`config.mk`:
```
export PLATFORM = sky130hd
export DESIGN_NAME = ram_8_arbiter
export DESIGN_NICKNAME = d
export VERILOG_FILES = /design/src/rtl/ram_8_arbiter_pkg.sv /design/src/rtl/ram_8.sv /design/src/rtl/ram_8_arbiter.sv
export SDC_FILE = /design/constraint.sdc
export NUM_CORES = 1
export LEC_CHECK = 0
export ABC_AREA = 1
export BUFFER_PORTS_ARGS = -buffer_cell sky130_fd_sc_hd__buf_2
export CAP_MARGIN = 20
export CORE_MARGIN = 1
export CORE_UTILIZATION = 59
export DETAILED_ROUTE_END_ITERATION = 7
export PLACE_DENSITY = 0.8
export SLEW_MARGIN = 20
export SYNTH_ARGS = -nofsm -noshare
export SYNTH_HDL_FRONTEND = slang
export SYNTH_SLANG_ARGS = --single-unit
```
`constraint.sdc`:
```
create_clock -name clock -period 2.75 [get_ports clock]
set_input_delay 0.55 -clock clock [delete_from_list [all_inputs] [get_ports clock]]
set_output_delay 0.55 -clock clock [all_outputs]
set_load 0.03 [all_outputs]
```
`src/rtl/ram_8_arbiter_pkg.sv`:
```
// Shared widths, states and request bundle for the ram_8 arbiter.
// Latency: n/a (types and constants only).
// Backpressure: n/a.
package ram_8_arbiter_pkg;

  localparam int ADDR_WIDTH = 3;
  localparam int DATA_WIDTH = 16;
  localparam int DEPTH      = 8;

  localparam logic [ADDR_WIDTH-1:0] LAST_ADDR = ADDR_WIDTH'(DEPTH - 1);

  typedef enum logic {
    IDLE,
    CLEAR
  } arb_state_t;

  typedef enum logic {
    REQ_A,
    REQ_B
  } requester_t;

  typedef struct packed {
    logic                  write;
    logic [ADDR_WIDTH-1:0] address;
    logic [DATA_WIDTH-1:0] data;
  } req_t;

endpackage

```
`src/rtl/ram_8.sv`:
```
// 8 x 16-bit register file: synchronous write, combinational read.
// Latency: write visible the cycle after load; read is same-cycle.
// Backpressure: none, accepts a write every cycle.
module ram_8 (
  input  logic        clock,
  input  logic        load,
  input  logic [2:0]  address,
  input  logic [15:0] data_in,
  output logic [15:0] data_out
);

  logic [15:0] mem [8];

  always_ff @(posedge clock) begin
    if (load) begin
      mem[address] <= data_in;
    end
  end

  assign data_out = mem[address];

endmodule

```
`src/rtl/ram_8_arbiter.sv`:
```
// Round-robin arbiter sharing one ram_8 between requesters A and B, with a clear sweep.
// Latency: read data returned one cycle after accept; clear sweep takes 8 cycles.
// Backpressure: one grant per cycle via combinational ready; no grants while clearing.
module ram_8_arbiter
  import ram_8_arbiter_pkg::*;
#(
  parameter logic [DATA_WIDTH-1:0] CLEAR_VALUE    = 16'h0000,
  parameter logic                  RESET_PRIORITY = 1'b0
) (
  input  logic                  clock,
  input  logic                  reset_n,
  input  logic                  a_valid,
  input  logic                  a_write,
  input  logic [ADDR_WIDTH-1:0] a_address,
  input  logic [DATA_WIDTH-1:0] a_data,
  output logic                  a_ready,
  output logic                  a_resp_valid,
  output logic [DATA_WIDTH-1:0] a_resp_data,
  input  logic                  b_valid,
  input  logic                  b_write,
  input  logic [ADDR_WIDTH-1:0] b_address,
  input  logic [DATA_WIDTH-1:0] b_data,
  output logic                  b_ready,
  output logic                  b_resp_valid,
  output logic [DATA_WIDTH-1:0] b_resp_data,
  input  logic                  clear_start,
  output logic                  busy
);

  arb_state_t            state;
  requester_t            prio;
  logic [ADDR_WIDTH-1:0] sweep_cnt;

  req_t                  a_req;
  req_t                  b_req;
  logic                  a_acc;
  logic                  b_acc;
  logic                  ram_load;
  logic [ADDR_WIDTH-1:0] ram_addr;
  logic [DATA_WIDTH-1:0] ram_wdata;
  logic [DATA_WIDTH-1:0] ram_rdata;

  assign a_req = '{write: a_write, address: a_address, data: a_data};
  assign b_req = '{write: b_write, address: b_address, data: b_data};

  // A clear request in IDLE blocks grants in the same cycle it is seen.
  always_comb begin
    a_ready = 1'b0;
    b_ready = 1'b0;
    if (state == IDLE && !clear_start) begin
      if (a_valid && (!b_valid || prio == REQ_A)) begin
        a_ready = 1'b1;
      end else if (b_valid) begin
        b_ready = 1'b1;
      end
    end
  end

  assign a_acc = a_valid && a_ready;
  assign b_acc = b_valid && b_ready;

  always_comb begin
    ram_load  = 1'b0;
    ram_addr  = a_req.address;
    ram_wdata = a_req.data;
    if (state == CLEAR) begin
      ram_load  = 1'b1;
      ram_addr  = sweep_cnt;
      ram_wdata = CLEAR_VALUE;
    end else if (b_acc) begin
      ram_load  = b_req.write;
      ram_addr  = b_req.address;
      ram_wdata = b_req.data;
    end else if (a_acc) begin
      ram_load  = a_req.write;
    end
  end

  ram_8 u_ram (
    .clock    (clock),
    .load     (ram_load),
    .address  (ram_addr),
    .data_in  (ram_wdata),
    .data_out (ram_rdata)
  );

  always_ff @(posedge clock or negedge reset_n) begin
    if (!reset_n) begin
      state        <= IDLE;
      prio         <= requester_t'(RESET_PRIORITY);
      sweep_cnt    <= '0;
      a_resp_valid <= 1'b0;
      b_resp_valid <= 1'b0;
      a_resp_data  <= '0;
      b_resp_data  <= '0;
    end else begin
      a_resp_valid <= a_acc && !a_write;
      b_resp_valid <= b_acc && !b_write;
      if (a_acc && !a_write) begin
        a_resp_data <= ram_rdata;
      end
      if (b_acc && !b_write) begin
        b_resp_data <= ram_rdata;
      end
      case (state)
        IDLE: begin
          if (clear_start) begin
            state     <= CLEAR;
            sweep_cnt <= '0;
          end else if (a_acc) begin
            prio <= REQ_B;
          end else if (b_acc) begin
            prio <= REQ_A;
          end
        end
        CLEAR: begin
          // Counter wraps back to zero on the final write.
          sweep_cnt <= sweep_cnt + 1'b1;
          if (sweep_cnt == LAST_ADDR) begin
            state <= IDLE;
          end
        end
        default: state <= IDLE;
      endcase
    end
  end

  assign busy = (state == CLEAR);

endmodule
```
==> results.ini <==
[cts]
cts_tree = yes
numCtsBuffers = 17
cts_setup_buffers = 0
clkTransAtPathRegs_ns = 0.06
cts_resized = 0
cts-root-buf = clkbuf_16
clock-sinks = 167
ctsHoldBuffers = 0
clock_path_buffers = 2
h-tree-depth = 4
clk_latency_ns = 0.42

[cells_and_area]
drive_gt1_share_pct = 18.9
fillers = 874
syn2layout_area_growth_pct = 16.5
antenna_cells = 0
fin_nets = 911

[setup_path]
worst-path-buf-inv = 2
r2r_cells = 7
worstPathRequired_ns = 2.20
crit_chain = nor2_4 -> nand2_1 -> nor2_2 -> buf_4 -> buf_2
arrival_ns = 1.84
timing.rr.start = busy$_DFF_PN0_
r2r-end = u_ram.mem[3][9]$_DFFE_PP_
setup.worst_path.start_class = flip-flop
path_delay_family = buffers and inverters
critPathSlowestCell = dfrtp_1
cpPeakStageDelay_ns = 0.41
r2r_slack_ns = 0.40
path_class = reg2out
worstPathMaxFanout = 17
cp-end-kind = output port

[pwr]
power_switching_mw = 4.78
ir_drop_uv = 494
power_frac_comb_pct = 44.0
p_sw_share_pct = 42.6
p_per_area_nw_per_um2 = 1290
p_seq_share_pct = 37.5
finalPower_mw = 11.2
total_leakage_power_nw = 4.22
p_int_mw = 6.45
power.share.clock_pct = 18.5

[synthesis]
syn_area_um2 = 7480
synth_area_leaders = edfxtp_1 51%, dfrtp_1 13%, nand2_1 12%
ys.flop_type = edfxtp_1
synth_top_area_share_pct = 51.4
seq_area_frac_synth_pct = 64.4
syn_avg_cell_area_um2 = 9.93
synth_cell_types = 24
yosys-top-cells-count = 230 x nand2_1, 128 x edfxtp_1, 127 x inv_1, 66 x nand3_1, 43 x nor2_1
yosysMostFrequentCell = nand2_1
yosysWarnings = 0
synth-edff-count = 128
synthArstFlopShare_pct = 23.4
syn_nets = 800
ys_seq_elements = 167
synth_fa_ha_area_share_pct = 0.335
synth_mux_area_share_pct = 0
yosys.area_share.simple_pct = 22.5
synthCells = 753
yosysTopAreaCell = edfxtp_1
synth_top_family_by_area = simple AND/OR/NAND/NOR gates
synthXorXnorAreaFrac_pct = 0
synth-compound-area-share_pct = 3.61

[sta]
skew_ns = 0.0108
setup_viol = 0
rsz0062_at_grt = false
finalCritPeriodShare_pct = 87.1
min_period_ns = 2.39
slew-limit-headroom_pct = 44.0
fmax_mhz = 418
tightest_slew_ns = 0.841
finalSetupTns_ns = 0
hold_violations = 0
maxSlewViolCount = 0

[global_routing]
grt_pass1_vias = 5394
grt_usage_pct = 29.6
grt-ovfl-total = 0
grt_max_degree = 40
grt_pass1_wl_um = 28300
antenna_found_initial = 0

[flow_run]
max_cap_violations = 0

[die]
coreArea_um2 = 12200
die_w_um = 115
num_rows = 40
die_area_um2 = 13100
die_y_um = 115
start_util_pct = 61.5
io_pins = 82

[drt]
drt_first_pass_iters = 5
drtAntennaViolNets = 0
drt_iter0_markers = 615
wl_um = 17900
drc = 0
wl_per_cell_um = 17.1
vias = 5520
avgViaCountPerCell = 5.28

[placement]
port_buffers = 81
gp_congestion = 0.916
dp_hpwl_um = 12900

[status]
status = completed

[min_path]
hold_class = in2async

[routing by layer]
metal	global-route usage (%)	wire length, um
met4	9.00	194
met1	39.8	7390
met3	7.04	1640
met2	48.2	8680
met5	0	0
[registers in the layout, indices dropped and copies added (netlist names)]
name and cells:
busy 1, prio 1, u_ram.mem 128, a_resp_data 16, b_resp_valid 1, a_resp_valid 1
b_resp_data 16, sweep_cnt 3
[power groups by stage]
stage,combinational (mW),clock [mW],sequential [mW]
2_1_floorplan,2.99,0,4.59
3_3_place_gp,4.68,0,4.20
3_5_place_dp,4.85,0,4.25
4_1_cts,4.91,2.08,4.21
5_1_grt,5.43,2.19,4.29
6_report,4.94,2.07,4.21
[cell families (layout without fill, tap and decap cells)]
family / after synthesis / in the layout
AND/OR/NAND/NOR: 375 / 375
buffers and inverters: 156 / 280
flip-flops: 167 / 167
AO/OA/AOI/OAI: 53 / 53
adder cells (fa/ha/maj): 2 / 2
[worst max-delay path by stage]
stage | to | slack, ns | cells past startpoint | from
final | b_ready | 0.36 | 5 | busy$_DFF_PN0_
after global routing | b_ready | 0.25 | 5 | busy$_DFF_PN0_
after CTS | b_ready | 0.35 | 5 | busy$_DFF_PN0_
after detailed placement | u_ram.mem[3][15]$_DFFE_PP_ | 0.22 | 10 | b_valid
after global placement | u_ram.mem[3][15]$_DFFE_PP_ | 0.31 | 10 | b_valid
after floorplan | u_ram.mem[0][0]$_DFFE_PP_ | 0.0008 | 6 | busy$_DFF_PN0_
[final cells by class]
cell class	instances	area (um2)	area share, %
repair buffers	121	718	8.24
well taps	168	210	2.41
clock inverters	9	52.6	0.603
inverters	127	477	5.47
clock buffers	23	458	5.26
flip-flops and latches	167	4820	55.3
multi-input cells	430	1980	22.7
[cell usage in the layout (no fill, tap or decap), types with 2 or more instances in the layout]
cell / n
o21ai_0: 21
clkbuf_1: 5
ha_1: 2
edfxtp_1: 128
nor2_8: 3
inv_1: 127
nor2_1: 43
buf_4: 39
nand2_2: 8
nand3_1: 66
o21ai_1: 30
nand2_1: 229
nand3_2: 2
nand2_4: 2
inv_4: 2
clkinv_2: 4
clkbuf_16: 17
nand4_1: 2
nor2_4: 2
dfrtp_1: 39
nand3b_1: 16
buf_2: 81
[metrics by stage]
stage / hold WS (ns) / area (um2) / setup slack (ns) / utilization (%) / cells
after floorplan: 0.254 / 7480 / 0.000824 / - / 753
after global placement: 0.458 / 8200 / 0.310 / 67.4 / 1013
after detailed placement: 0.469 / 8200 / 0.223 / 67.4 / 1013
after CTS: 0.259 / 8710 / 0.350 / 71.6 / 1045
after global routing: 0.305 / 8710 / 0.254 / 71.6 / 1045
final: 0.242 / 8710 / 0.355 / 71.6 / 1045
Power figures use the tool's default switching activity.
